**config.mk**
```make
export PLATFORM = sky130hd
export DESIGN_NAME = ibn_wb_loader
export DESIGN_NICKNAME = d
export VERILOG_FILES = /design/src/rtl/ibn_wb_loader.sv
export SDC_FILE = /design/constraint.sdc
export NUM_CORES = 1
export LEC_CHECK = 0
export ABC_AREA = 1
export BUFFER_PORTS_ARGS = -buffer_cell sky130_fd_sc_hd__buf_2
export CAP_MARGIN = 20
export CORE_AREA = 2 2 210 212
export DETAILED_ROUTE_END_ITERATION = 8
export DIE_AREA = 0 0 212 214
export PLACE_DENSITY = 0.51
export SLEW_MARGIN = 20
export SYNTH_ARGS = -nofsm -noshare
export SYNTH_HDL_FRONTEND = slang
export SYNTH_SLANG_ARGS = --single-unit
export TNS_END_PERCENT = 50
```
**constraint.sdc**
```tcl
create_clock -name wb_clk_i -period 7.4 [get_ports wb_clk_i]
set_clock_uncertainty 0.1 [all_clocks]
set_input_delay 1.11 -clock wb_clk_i [delete_from_list [all_inputs] [get_ports wb_clk_i]]
set_output_delay 1.11 -clock wb_clk_i [all_outputs]
set_load 0.02 [all_outputs]
```
**src/rtl/ibn_wb_loader.sv**
```systemverilog
// Wishbone slave feeding a command FIFO to the ibnalhaytham core and holding its single result word.
// Define IBN_LOADER_IRQ_EN to drive irq from a registered copy of res_full; otherwise irq is tied low.
module ibn_wb_loader #(
    parameter logic [31:0] BASE_ADDR = 32'h3000_0000,
    parameter int          DEPTH     = 8
) (
    input  logic        wb_clk_i,
    input  logic        wb_rst_i,
    input  logic        wbs_stb_i,
    input  logic        wbs_cyc_i,
    input  logic        wbs_we_i,
    input  logic [3:0]  wbs_sel_i,
    input  logic [31:0] wbs_adr_i,
    input  logic [31:0] wbs_dat_i,
    output logic        wbs_ack_o,
    output logic [31:0] wbs_dat_o,
    output logic [31:0] cmd_data,
    output logic        cmd_valid,
    input  logic        cmd_ready,
    input  logic [31:0] res_data,
    input  logic        res_valid,
    output logic        irq
);
    localparam int         PW         = $clog2(DEPTH);
    localparam logic [PW:0] FULL_COUNT = (PW + 1)'(DEPTH);
    localparam logic [1:0] REG_CMD  = 2'd0;
    localparam logic [1:0] REG_STAT = 2'd1;
    localparam logic [1:0] REG_CTRL = 2'd2;
    localparam logic [1:0] REG_RES  = 2'd3;

    logic [31:0]   r_mem [DEPTH];
    logic [PW-1:0] r_wrPtr;
    logic [PW-1:0] r_rdPtr;
    logic [PW:0]   r_count;
    logic          r_ovf;
    logic          r_ack;
    logic [31:0]   r_datOut;
    logic [31:0]   r_resReg;
    logic          r_resFull;

    logic          w_hit;
    logic          w_wrHit;
    logic          w_rdHit;
    logic [1:0]    w_regSel;
    logic          w_empty;
    logic          w_full;
    logic          w_push;
    logic          w_pop;
    logic          w_pushOk;
    logic          w_overflow;
    logic          w_flush;
    logic          w_clrOvf;
    logic          w_resRead;
    logic [31:0]   w_stat;
    logic [31:0]   w_rdData;
    logic          w_unused;

    // The !ack term keeps a held strobe from re-hitting, so every access takes two cycles.
    assign w_hit    = wbs_stb_i & wbs_cyc_i & (wbs_adr_i[31:4] == BASE_ADDR[31:4]) & ~r_ack;
    assign w_wrHit  = w_hit & wbs_we_i;
    assign w_rdHit  = w_hit & ~wbs_we_i;
    assign w_regSel = wbs_adr_i[3:2];

    assign w_empty    = (r_count == '0);
    assign w_full     = (r_count == FULL_COUNT);
    assign w_push     = w_wrHit & (w_regSel == REG_CMD);
    assign w_pop      = ~w_empty & cmd_ready;
    assign w_flush    = w_wrHit & (w_regSel == REG_CTRL) & wbs_dat_i[0];
    assign w_clrOvf   = w_wrHit & (w_regSel == REG_CTRL) & wbs_dat_i[1];
    assign w_pushOk   = w_push & (~w_full | w_pop) & ~w_flush;
    assign w_overflow = w_push & w_full & ~w_pop & ~w_flush;
    assign w_resRead  = w_rdHit & (w_regSel == REG_RES);

    assign w_stat   = {16'b0, 8'(r_count), 4'b0, r_resFull, r_ovf, w_full, w_empty};
    assign w_unused = ^{wbs_sel_i, wbs_adr_i[1:0]};

    assign cmd_valid = ~w_empty;
    assign cmd_data  = w_empty ? 32'b0 : r_mem[r_rdPtr];
    assign wbs_ack_o = r_ack;
    assign wbs_dat_o = r_datOut;

    always_comb begin
        w_rdData = 32'b0;
        case (w_regSel)
            REG_STAT: w_rdData = w_stat;
            REG_RES:  w_rdData = r_resReg;
            default:  w_rdData = 32'b0;
        endcase
    end

    always_ff @(posedge wb_clk_i) begin
        if (wb_rst_i) begin
            r_ack    <= 1'b0;
            r_datOut <= 32'b0;
        end else begin
            r_ack    <= w_hit;
            r_datOut <= w_rdHit ? w_rdData : 32'b0;
        end
    end

    // Storage carries no reset; the empty flag masks stale contents from cmd_data.
    always_ff @(posedge wb_clk_i) begin
        if (w_pushOk) begin
            r_mem[r_wrPtr] <= wbs_dat_i;
        end
    end

    always_ff @(posedge wb_clk_i) begin
        if (wb_rst_i) begin
            r_wrPtr <= '0;
            r_rdPtr <= '0;
            r_count <= '0;
            r_ovf   <= 1'b0;
        end else begin
            if (w_flush) begin
                r_wrPtr <= '0;
                r_rdPtr <= '0;
                r_count <= '0;
            end else begin
                if (w_pushOk) begin
                    r_wrPtr <= r_wrPtr + PW'(1);
                end
                if (w_pop) begin
                    r_rdPtr <= r_rdPtr + PW'(1);
                end
                case ({w_pushOk, w_pop})
                    2'b10:   r_count <= r_count + (PW + 1)'(1);
                    2'b01:   r_count <= r_count - (PW + 1)'(1);
                    default: r_count <= r_count;
                endcase
            end
            if (w_clrOvf) begin
                r_ovf <= 1'b0;
            end else if (w_overflow) begin
                r_ovf <= 1'b1;
            end
        end
    end

    // A result arriving alongside a RES read wins: the read sees the old word, the flag stays set.
    always_ff @(posedge wb_clk_i) begin
        if (wb_rst_i) begin
            r_resReg  <= 32'b0;
            r_resFull <= 1'b0;
        end else if (res_valid) begin
            r_resReg  <= res_data;
            r_resFull <= 1'b1;
        end else if (w_resRead) begin
            r_resFull <= 1'b0;
        end
    end

`ifdef IBN_LOADER_IRQ_EN
    logic r_irq;

    always_ff @(posedge wb_clk_i) begin
        if (wb_rst_i) begin
            r_irq <= 1'b0;
        end else begin
            r_irq <= r_resFull;
        end
    end

    assign irq = r_irq;
`else
    assign irq = 1'b0;
`endif

endmodule
```
Word-level counts from Yosys, hierarchy flattened
Memories as Yosys holds them, arrays and structs flattened. A register that Yosys moved wholly into a read port is not among the register bits.
Index checks and enable logic that the tools add are counted.
{ "word_totals": {"output_inout_bits": 67, "ramBits": 256, "ff_bits": 77, "wordCells": 60, "n_memories": 1} }
{ "classes": {"n_addsub": 4, "muxes": 9, "n_bitwise": 24, "n_eq_ne": 7, "n_reduce_logical": 7} }
{ "memory_table": {"columns": ["name", "depth", "word_bits", "rd", "rd_ports_with_merged_regs", "wr", "line_no", "rtl"], "rows": [
  ["r_mem", 8, 32, 1, 1, 1, "31", "logic [31:0] r_mem [DEPTH];"]
]} }
{ "op_table": {"columns": ["op", "n"], "rows": [
  ["case mux 32 bit (2 select lines)", 1],
  ["2-to-1 mux 32 bit", 1],
  ["== test 28 x 26 -> 1 bit (second input constant)", 1],
  ["AND 1 bit", 16],
  ["case mux 4 bit (2 select lines)", 1],
  ["inverter 1 bit", 7],
  ["adder 3 x 1 -> 3 bit (second input constant)", 2],
  ["== test 2 bit (second input constant)", 3],
  ["2-to-1 mux 3 bit", 2],
  ["OR reduction 2 bit", 3],
  ["adder 4 x 1 -> 4 bit (second input constant)", 1],
  ["== test 2 x 1 -> 1 bit (second input constant)", 2],
  ["== test 4 bit (second input constant)", 1],
  ["logical NOT 4 bit", 1],
  ["2-to-1 mux 1 bit", 4],
  ["nonzero test 2 bit", 2],
  ["subtractor 4 x 1 -> 4 bit (second input constant)", 1],
  ["logical NOT 2 bit", 1],
  ["bitwise OR 1 bit", 1]
]} }

Logic depth before layout (Yosys ltp)
{ "depth": {"ltp_word": 10, "ltp_mapped": 16, "depth_no_buf": 16} }

Least setup slack after synthesis
No wires, ideal clock.
{ "synth_path": {"kind": "input -> register", "startpoint": "in wbs_adr_i[25]", "endpoint": "mem r_mem[2][0] (enable)", "arrival_ns": 4.135, "setup_time_ns": 0.461, "path_stages": 9, "slack_ns": 2.704, "cell_sequence": "nor2_1 nand2_1 nor2_1 nand2_1 nor2_4 nand3_1 nor2_2 nand2_1 nor3_1"} }
{ "synth_via": {"elab_chain_cells": 10} }
{ "synth_lines": {"columns": ["element", "line_no", "rtl"], "rows": [
  ["start: declaration", "13", "input logic [31:0] wbs_adr_i,"],
  ["== test 28 x 26 -> 1 bit *", "59", "assign w_hit = wbs_stb_i & wbs_cyc_i & (wbs_adr_i[31:4] == BASE_ADDR[31:4]) & ~r_ack;"],
  ["AND 1 bit * (2 in series)", "59", null],
  ["AND 1 bit *", "60", "assign w_wrHit = w_hit & wbs_we_i;"],
  ["AND 1 bit (2 in series)", "68", "assign w_flush = w_wrHit & (w_regSel == REG_CTRL) & wbs_dat_i[0];"],
  ["inverter 1 bit", "70", "assign w_pushOk = w_push & (~w_full | w_pop) & ~w_flush;"],
  ["AND 1 bit *", "70", null],
  ["2-to-1 mux 1 bit *", "103", "if (w_pushOk) begin"],
  ["2-to-1 mux 1 bit (implied by the code) *", "104", "r_mem[r_wrPtr] <= wbs_dat_i;"],
  ["end: declaration", "31", null]
]} }
Mark *: on every way between the ends. The rest lies on a longest branch, timed or not.

==> metrics.txt <==
status finished clean; DP Cell Count 1801; most frequent cells after synthesis edfxtp_1, nor2_1, o21ai_0; Worst-Margin Slew 1.05 ns; DRC viols 0; Vias/cell 4.61; clock sink total 336; Placement Rows 76; Post-layout nets 1368; final hold viol count 0; Non-Filler Instances 1870; RSZ-0062 raised after global routing false; Synthesized Nets 1209; Post-Synthesis Cell Area 12800 µm²; PD cells 309 nW/µm²; worst skew pair latency 0.54 ns; worst-path maximum fanout 71; fraction of registers with async set/reset 0; vias in the first global route 8385; Setup crit start kind flip-flop; synthesized flop and latch total 336; I/O Pins 174; core footprint 42900 µm²; Synth Flop Type edfxtp_1; Antenna Violating Nets Remaining 0; Wirelength per Cell 16.8 µm; CP most frequent cell o21ai_0; Synth Warn # 0; layout cells sized above 1 0.202; Vias 8614; CTS max path bufs 3; Avg Inst Size Synth 11.7 µm²; dominant cells by area after synthesis edfxtp_1, dfxtp_1, o21ai_0; placer congestion estimate 0.736; Crit Reg-Reg Startpoint r_count[0]; Tot GR Track Use 0.139; Largest stage delay, worst path 0.95 ns; CTS tree done; final setup fails 0; IO Port Bufs 166; Synth cell types 32; min cycle time layout 4.97 ns; max-cap violations 0; initial antenna violation count 3; Seq/Total Area, Yosys 0.724; top cell type's share of synthesized area 0.599; die width 212 µm; global route total overflow 0; Power Total 4.78 mW; Critical Setup Path Class reg -> out; max_slew headroom 0.296; CP arrival 3.76 ns; final period utilization 0.672; Initial Util 0.299; Post-Synthesis Cells 1097; largest area contributor in the synthesized netlist edfxtp_1; Critical Path, Cell by Cell clkinv_2, buf_4, o21ai_0, o22ai_1, o21ai_0, a31oi_1, buf_2; Hold Path Class reg -> reg; hold_buf cts 0; Pins Over Slew Limit 0; most frequent cell after synthesis edfxtp_1; first-pass GRT wire length 48100 µm; Layout area overhead 20.7%; setup tns final 0 ns; Detailed Route Iter0 Violations 603; Routed WL 31500 µm; CTS resizes 0; pre-CTS setup slack 2.80 ns; hold_ws 0.339 ns; CTS Buf Count 38; diode count 0; DIE HEIGHT 214 µm; EDFF count, synth 256; fmax 201 MHz; largest net degree at the start of global routing 72; Worst setup EP type output port; required time worst endpoint 6.19 ns; peak supply drop 0.159 mV; DIE AREA 45400 µm²; DR pass1 iterations 5; HPWL Detailed 17100 µm; leakage 5.57 nW; CTS Root Cell clkbuf_16; H-tree levels 2; Reg clk slew, reported paths 0.06 ns; HP Start r_resReg[29]; post-route setup slack 2.43 ns; number of setup buffers added after CTS 0; CP max-delay cell clkinv_2
-- report_power, final --
part,internal (mW),switching (mW)
combinational,0.265,0.608
clock,1.06,0.744
sequential,2.05,0.0558
total,3.37,1.41
-- cell type report --
class / count / area, µm²
fill: 4245 / 27400
sequential: 336 / 9290
multi-input combinational: 649 / 3120
clock buffer: 51 / 1030
timing repair buffer: 184 / 966
tap: 585 / 732
inverter: 47 / 178
clock inverter: 18 / 170
-- cells by family after synthesis --
kind of cell / count (synthesis) / share of synthesized area
AO/OA/AOI/OAI: 296 / 0.122
XOR/XNOR: 6 / 0.00409
adder cells (fa/ha/maj): 5 / 0.00487
buffers and inverters: 112 / 0.0369
flip-flops: 336 / 0.724
other: 1 / 0.000292
AND/OR/NAND/NOR: 341 / 0.108
-- layout by cell type (no fill, tap or decap), types with 2 or more instances in the layout --
cell type   instances
a21oi_1            36
a31oi_1            32
buf_2             166
buf_4              18
bufinv_16           2
clkbuf_1           10
clkbuf_16          39
clkinv_1            7
clkinv_2            4
clkinv_8            2
clkinvlp_4          3
dfxtp_1            78
edfxtp_1          256
ha_1                5
inv_1              40
inv_2               5
nand2_1            46
nand3_1             3
nand4_1             6
nor2_1            247
nor2_2              2
nor2_4              2
nor3_1             19
nor3_2              7
nor3b_1             5
o21ai_0           186
o21ai_1             9
o22ai_1            32
xnor2_1             2
xor2_1              4
-- path summary, 6_finish.rpt --
path,depth (start not counted),to,slack [ns]
hold / removal,2,wbs_dat_o[29],0.34
setup reg to reg,13,r_count[2],4.21
setup / recovery,7,cmd_data[11],2.43
hold reg to reg,2,wbs_dat_o[29],0.34
-- critical path, delay by kind of cell (launching register included) --
kind            cells  cell delay, ns
buf+inv             3            1.77
flops               1            0.79
compound gates      4            0.63
-- layer usage --
layer / share of wire / GRT usage / vias up
met2: 0.45 / 0.214 / 245
met4: 0.022 / 0.0385 / 6
met3: 0.076 / 0.0460 / 51
li1: - / - / 4219
met1: 0.45 / 0.186 / 4093
met5: 0.0013 / 0 / -
-- stage by stage --
stage	instance area [µm²]	util
floorplan	12800	-
global placement	14300	0.333
detailed placement	14300	0.333
CTS	15500	0.361
global route	15500	0.361
finish	15500	0.361
-- flip-flops by register name (all words and copies together) (netlist names), named ones only --
signal	cells
r_mem	256
r_resFull	1
r_resReg	32
r_count	4
r_ovf	1
wbs_ack_o	1
r_wrPtr	3
r_rdPtr	3
wbs_dat_o	32
Note: power is estimated with default switching activity, not from simulation.
